`src/rtl/sign_restore_if.sv`:
```
// Handshake bundle for sign_restore: sign FIFO push side, magnitude
// input handshake and signed output handshake.
// The DUT connects through the slave modport; the driving side uses master.
interface sign_restore_if #(
    parameter int MAG_W = 16,
    parameter int DEPTH = 4
);
    localparam int CNT_W = $clog2(DEPTH) + 1;

    logic             sign_push;
    logic             sign_in;
    logic             sign_full;
    logic [CNT_W-1:0] sign_count;
    logic             sign_err;
    logic             mag_valid;
    logic [MAG_W-1:0] mag_in;
    logic             mag_ready;
    logic             out_valid;
    logic [MAG_W:0]   out_data;
    logic             out_ready;
    logic             sat_flag;

    modport slave (
        input  sign_push, sign_in, mag_valid, mag_in, out_ready,
        output sign_full, sign_count, sign_err, mag_ready, out_valid, out_data, sat_flag
    );

    modport master (
        output sign_push, sign_in, mag_valid, mag_in, out_ready,
        input  sign_full, sign_count, sign_err, mag_ready, out_valid, out_data, sat_flag
    );
endinterface

```
`src/rtl/sign_restore.sv`:
```
// sign_restore: re-applies the sign removed by the magnitude stage.
// Signs are queued in a small FIFO when the value is stripped and popped in
// order as unsigned results come back; each result leaves as a MAG_W+1 bit
// two's-complement word through a single valid/ready register stage.
// Optional build macro SIGN_RESTORE_SAT16_EN clamps the result to the MAG_W-bit
// signed range and reports the clamp on sat_flag; without it sat_flag is 0.
module sign_restore #(
    parameter int MAG_W = 16,
    parameter int DEPTH = 4
) (
    input  logic          clk,
    input  logic          n_rst,
    sign_restore_if.slave bus
);
    localparam int PTR_W = $clog2(DEPTH);
    localparam int CNT_W = PTR_W + 1;
    localparam logic [CNT_W-1:0] FULL_CNT = CNT_W'(DEPTH);

    logic [DEPTH-1:0] sign_mem;
    logic [PTR_W-1:0] wr_ptr;
    logic [PTR_W-1:0] rd_ptr;
    logic [CNT_W-1:0] count;
    logic             err_q;

    logic             out_valid_q;
    logic [MAG_W:0]   out_data_q;

    logic             mag_ready_c;
    logic             pop;
    logic             push_ok;
    logic             sign_head;
    logic [MAG_W:0]   mag_ext;
    logic [MAG_W:0]   result;

`ifdef SIGN_RESTORE_SAT16_EN
    localparam logic [MAG_W-1:0] POS_MAX = {1'b0, {(MAG_W-1){1'b1}}};
    localparam logic [MAG_W-1:0] NEG_MAG = {1'b1, {(MAG_W-1){1'b0}}};
    logic sat_c;
    logic sat_q;
`endif

    // A result may only be taken once its sign is queued and the output
    // register is free (or being drained this same cycle).
    assign mag_ready_c = (count != '0) && (!out_valid_q || bus.out_ready);
    assign pop         = bus.mag_valid && mag_ready_c;
    // At full, a push is still accepted when a pop frees the slot this cycle.
    assign push_ok     = bus.sign_push && ((count != FULL_CNT) || pop);
    assign sign_head   = sign_mem[rd_ptr];

    // Sign FIFO storage, pointers, occupancy and sticky overflow flag.
    always_ff @(posedge clk or negedge n_rst) begin
        if (!n_rst) begin
            sign_mem <= '0;
            wr_ptr   <= '0;
            rd_ptr   <= '0;
            count    <= '0;
            err_q    <= 1'b0;
        end else begin
            if (push_ok) begin
                sign_mem[wr_ptr] <= bus.sign_in;
                wr_ptr           <= wr_ptr + PTR_W'(1);
            end
            if (pop) begin
                rd_ptr <= rd_ptr + PTR_W'(1);
            end
            case ({push_ok, pop})
                2'b10:   count <= count + CNT_W'(1);
                2'b01:   count <= count - CNT_W'(1);
                default: count <= count;
            endcase
            if (bus.sign_push && !push_ok) begin
                err_q <= 1'b1;
            end
        end
    end

    // Signed result for the head sign; negation in MAG_W+1 bits cannot overflow
    // and a zero magnitude negates back to zero.
    always_comb begin
        mag_ext = {1'b0, bus.mag_in};
        result  = sign_head ? (~mag_ext + (MAG_W+1)'(1)) : mag_ext;
`ifdef SIGN_RESTORE_SAT16_EN
        sat_c = 1'b0;
        if (!sign_head && (bus.mag_in > POS_MAX)) begin
            result = {1'b0, POS_MAX};
            sat_c  = 1'b1;
        end else if (sign_head && (bus.mag_in > NEG_MAG)) begin
            result = {1'b1, NEG_MAG};
            sat_c  = 1'b1;
        end
`endif
    end

    // Output register: load on accept, hold while stalled, drop valid when drained.
    always_ff @(posedge clk or negedge n_rst) begin
        if (!n_rst) begin
            out_valid_q <= 1'b0;
            out_data_q  <= '0;
`ifdef SIGN_RESTORE_SAT16_EN
            sat_q       <= 1'b0;
`endif
        end else if (pop) begin
            out_valid_q <= 1'b1;
            out_data_q  <= result;
`ifdef SIGN_RESTORE_SAT16_EN
            sat_q       <= sat_c;
`endif
        end else if (bus.out_ready) begin
            out_valid_q <= 1'b0;
        end
    end

    assign bus.sign_full  = (count == FULL_CNT);
    assign bus.sign_count = count;
    assign bus.sign_err   = err_q;
    assign bus.mag_ready  = mag_ready_c;
    assign bus.out_valid  = out_valid_q;
    assign bus.out_data   = out_data_q;
`ifdef SIGN_RESTORE_SAT16_EN
    assign bus.sat_flag   = sat_q;
`else
    assign bus.sat_flag   = 1'b0;
`endif

endmodule

```
`src/flat_wrapper.sv`:
```
// flat-port wrapper written by rule: the top's interface ports become plain ports
module sign_restore_flat 
#(
    parameter int MAG_W = 16,
    parameter int DEPTH = 4
)
  (clk, n_rst, bus_sign_push, bus_sign_in, bus_mag_valid, bus_mag_in, bus_out_ready, bus_sign_full, bus_sign_count, bus_sign_err, bus_mag_ready, bus_out_valid, bus_out_data, bus_sat_flag);
  sign_restore_if #(.MAG_W(MAG_W), .DEPTH(DEPTH)) bus_i ();
  input  logic clk;
  input  logic n_rst;
  input wire logic [$bits(bus_i.sign_push)-1:0] bus_sign_push;
  input wire logic [$bits(bus_i.sign_in)-1:0] bus_sign_in;
  input wire logic [$bits(bus_i.mag_valid)-1:0] bus_mag_valid;
  input wire logic [$bits(bus_i.mag_in)-1:0] bus_mag_in;
  input wire logic [$bits(bus_i.out_ready)-1:0] bus_out_ready;
  output wire logic [$bits(bus_i.sign_full)-1:0] bus_sign_full;
  output wire logic [$bits(bus_i.sign_count)-1:0] bus_sign_count;
  output wire logic [$bits(bus_i.sign_err)-1:0] bus_sign_err;
  output wire logic [$bits(bus_i.mag_ready)-1:0] bus_mag_ready;
  output wire logic [$bits(bus_i.out_valid)-1:0] bus_out_valid;
  output wire logic [$bits(bus_i.out_data)-1:0] bus_out_data;
  output wire logic [$bits(bus_i.sat_flag)-1:0] bus_sat_flag;
  assign bus_i.sign_push = bus_sign_push;
  assign bus_i.sign_in = bus_sign_in;
  assign bus_i.mag_valid = bus_mag_valid;
  assign bus_i.mag_in = bus_mag_in;
  assign bus_i.out_ready = bus_out_ready;
  assign bus_sign_full = bus_i.sign_full;
  assign bus_sign_count = bus_i.sign_count;
  assign bus_sign_err = bus_i.sign_err;
  assign bus_mag_ready = bus_i.mag_ready;
  assign bus_out_valid = bus_i.out_valid;
  assign bus_out_data = bus_i.out_data;
  assign bus_sat_flag = bus_i.sat_flag;
  sign_restore #(.MAG_W(MAG_W), .DEPTH(DEPTH)) u_core (.clk(clk), .n_rst(n_rst), .bus(bus_i));
endmodule
```
`config.mk`:
```
export PLATFORM = sky130hd
export DESIGN_NAME = sign_restore_flat
export DESIGN_NICKNAME = d
export VERILOG_FILES = /design/src/rtl/sign_restore_if.sv /design/src/rtl/sign_restore.sv /design/src/flat_wrapper.sv
export SDC_FILE = /design/constraint.sdc
export NUM_CORES = 1
export LEC_CHECK = 0
export ABC_AREA = 1
export BUFFER_PORTS_ARGS = -buffer_cell sky130_fd_sc_hd__clkbuf_2
export CAP_MARGIN = 20
export CORE_MARGIN = 2
export CORE_UTILIZATION = 35
export CTS_CLUSTER_SIZE = 24
export DETAILED_ROUTE_END_ITERATION = 16
export SLEW_MARGIN = 10
export SYNTH_ARGS = -nofsm -noshare
export SYNTH_HDL_FRONTEND = slang
export SYNTH_SLANG_ARGS = --single-unit
```
`constraint.sdc`:
```
create_clock -name clk -period 1.43 [get_ports clk]
set_input_delay 0.143 -clock clk [delete_from_list [all_inputs] [get_ports clk]]
set_output_delay 0.143 -clock clk [all_outputs]
set_load 0.005 [all_outputs]
```
==> impl_metrics.ini <==
[status]
outcome = finished with violations
violations = setup timing

[synthesis]
synth-compound-area-share = 0.0541
yosysTopAreaCell = dfrtp_1
ys_warn_count = 0
synth_top_family_by_area = simple AND/OR/NAND/NOR gates
synth.area.mux_share = 0
synthXorXnorAreaFrac = 0.0336
yosys.area_share.adder = 0.0452
synthCells = 242
syn_area_mm2 = 0.00183
ys_types = 29
synth.avg_cell_area_um2 = 7.55
synth_nets = 270
yosysTopAreaCellShare = 0.411
synth_area_leaders = dfrtp_1 41%, nand2_1 16%, nand3_1 7.4%, inv_1 5.5%, ha_1 3.4%
synthSimpleGateAreaFrac = 0.364
ys_seq_area_frac = 0.411
synth.ff_latch_count = 30

[sta]
clock_skew_ns = 0.00460
rsz0062_at_grt = true
fin_crit_ns = 1.52
period_share = 1.06
hold_slack_ns = 0.147
finalWorstSetupSlack_ns = -0.0890
finalHoldViolations = 0
maxSlewViolCount = 0
setup_viol = 1
max_freq_ghz = 0.658

[routing]
drt_iter0_drc = 62
viasPerCell = 4.54
wl_per_cell_um = 10.9
dr_total_vias = 1690
detail_route.wirelength_mm = 4.07
first_pass_iters = 5
route.detailed.drc = 0
ant_nets = 0

[clock_tree]
cts-htree-levels = 2
clk_path_buf_depth = 2
insertion_delay_ns = 0.28
cts-root-buf = clkbuf_8
cts-buffers-inserted = 5
cts_tree = done
cts_sinks = 30
path_clk_slew_ns = 0.06

[layout]
multi_input_area_um2 = 922
area_growth_pct = 26.4
final_util = 0.455
diodes = 0
regArea_um2 = 751
post-route-cell-area_mm2 = 0.00231
final_nets = 331
fill_cells = 569
drive_gt1_frac = 0.301

[grt]
grt_max_degree = 31
grt_pass1_wl_mm = 7.22
grt_overflow_total = 0
antenna_found_initial = 0
grt_usage = 0.152
grt_pass1_vias = 1646

[power_and_ir_drop]
total_power_uw = 4440
powerDensity_mw_per_mm2 = 1920
p_clk_frac = 0.154
vdd_drop_max_v = 0.000644
p_seq_frac = 0.339
switching_share = 0.408
combPwrFrac = 0.507
leakage_uw = 0.00127
intPower_uw = 2630
p_switching_uw = 1810

[job]
drv_cap = 0

[worst_setup_path]
cp_max_fo = 3
r2r_cells = 10
startpoint = u_core.bus.sign_count[1]
cp.required_ns = 1.61
critPathKind = flop to flop
reg2reg_from = u_core.bus.sign_count[1]
cp-end-kind = flop
cp.arrival_ns = 1.70
crit_path_start_kind = flop
reg2reg_slack_ns = -0.09
cp-endpoint = u_core.bus.sign_count[2]
reg2reg_to = u_core.bus.sign_count[2]

[floorplan]
die_area_mm2 = 0.00581
num_rows = 26
dieWidth_um = 76.2
pin_count = 47
dieHeight_um = 76.2
start_util = 0.360
coreArea_mm2 = 0.00507

[place]
post-dp-hpwl_mm = 3.06
pre_cts_slack_ns = -0.115
portBuffers = 45
place_congestion = 0.809
placed_cell_area_mm2 = 0.00219

[hold_path]
hold_path_class = input pin to flop
## cell type report
cell class	instances	area share
sequential	30	0.325
timing repair buffer	61	0.152
multi-input combinational	175	0.399
clock buffer	6	0.0358
inverter	30	0.0498
tap	70	0.0379
## worst min path at each step
stage	startpoint	cells past startpoint	endpoint	slack [ns]
3_5_place_dp	n_rst	2	u_core.wr_ptr[1]	0.19
2_1_floorplan	n_rst	0	u_core.bus.out_data[0]	-0.15
3_3_place_gp	n_rst	2	u_core.wr_ptr[0]	0.19
4_1_cts	bus_sign_push	3	u_core.bus.sign_err	0.14
5_1_grt	bus_sign_push	3	u_core.bus.sign_err	0.15
6_report	bus_sign_push	3	u_core.bus.sign_err	0.15
## through the flow
stage	setup TNS, ns	instances
after floorplan	-0.114	242
after global placement	-0.0120	363
after detailed placement	-0.115	363
after CTS	-0.106	371
after global routing	-0.288	372
final	-0.0890	372
## Yosys cell counts
cell type	n
and2_1	1
dfrtp_1	30
o21bai_1	1
o211ai_1	1
conb_1	1
a21oi_2	1
buf_6	2
nand3_1	27
o21ai_0	9
nor3_1	2
nand4_2	1
xor2_1	7
nand3_2	2
nor2_1	14
buf_4	2
inv_2	3
nand3b_1	1
nor2_2	5
inv_1	27
nand2_2	4
fa_1	1
nand4_1	2
nand2_1	80
nand3_4	1
a21oi_1	3
buf_2	3
ha_1	5
nor2_4	3
o21ai_1	3
## registers in the layout, indices dropped and copies added (netlist names)
name	flops
u_core.bus.sign_err	1
u_core.bus.sign_count	3
u_core.wr_ptr	2
u_core.bus.out_data	17
u_core.rd_ptr	2
u_core.bus.out_valid	1
u_core.sign_mem	4
## critical path, cell delays in order, from the launching register on
cell and delay (ns):
dfrtp_1 0.36, nor2_2 0.06, nand2_2 0.05, nand4_1 0.13, fa_2 0.37, inv_2 0.08
nand4_1 0.12, o21ai_1 0.10, nand2_1 0.06, nand2_1 0.06, inv_1 0.03
## what timing repair did
| action | CTS | global route |
|---|---|---|
| resized for setup | 2 | 5 |
| endpoints found under the hold margin | 30 | 0 |
| hold buffers | 1 | 0 |
| buffers inserted | 1 | 1 |
| pin swaps | 0 | 1 |
| setup endpoints to repair | 1 | 10 |
## cell usage in the layout, fill, tap and decap left out
cell / netlist / layout
nand2_1: 80 / 79
clkbuf_2: 0 / 45
dfrtp_1: 30 / 30
nand3_1: 27 / 27
inv_1: 27 / 26
buf_4: 2 / 14
nor2_1: 14 / 13
o21ai_0: 9 / 8
xor2_1: 7 / 7
nor2_2: 5 / 6
clkbuf_8: 0 / 6
nand2_2: 4 / 5
ha_1: 5 / 5
o21ai_1: 3 / 4
inv_2: 3 / 3
nor2_4: 3 / 3
nand4_1: 2 / 2
a21oi_1: 3 / 2
nand3_2: 2 / 2
nor3_1: 2 / 2
a21oi_2: 1 / 2
and2_1: 1 / 1
nand3_4: 1 / 1
o21bai_1: 1 / 1
o211ai_1: 1 / 1
inv_4: 0 / 1
nand3b_1: 1 / 1
nand4_2: 1 / 1
fa_2: 0 / 1
conb_1: 1 / 1
dlygate4sd3_1: 0 / 1
buf_6: 2 / 1
## routing by layer
metal	GRT usage	share of wire	vias to the layer above
met5	0	0	-
met4	0.0455	0.0071	0
met3	0.0438	0.039	2
met2	0.254	0.47	30
met1	0.189	0.48	781
li1	-	-	877
## power groups by stage
stage / combinational (uW) / clock [uW] / sequential (uW)
4_1_cts: 2210 / 709 / 1500
3_5_place_dp: 2190 / 0 / 1510
3_3_place_gp: 2120 / 0 / 1510
6_report: 2250 / 682 / 1510
2_1_floorplan: 1450 / 0 / 1530
5_1_grt: 2590 / 739 / 1560
## cell families (layout without fill, tap and decap cells)
family,Yosys count,in the layout
fa+ha+maj,6,6
buf+inv,37,97
simple gates,143,143
xor+xnor,7,7
flops,30,30
compound gates,18,18
other cells,1,1
No activity file was read; power rests on OpenSTA's default activity.
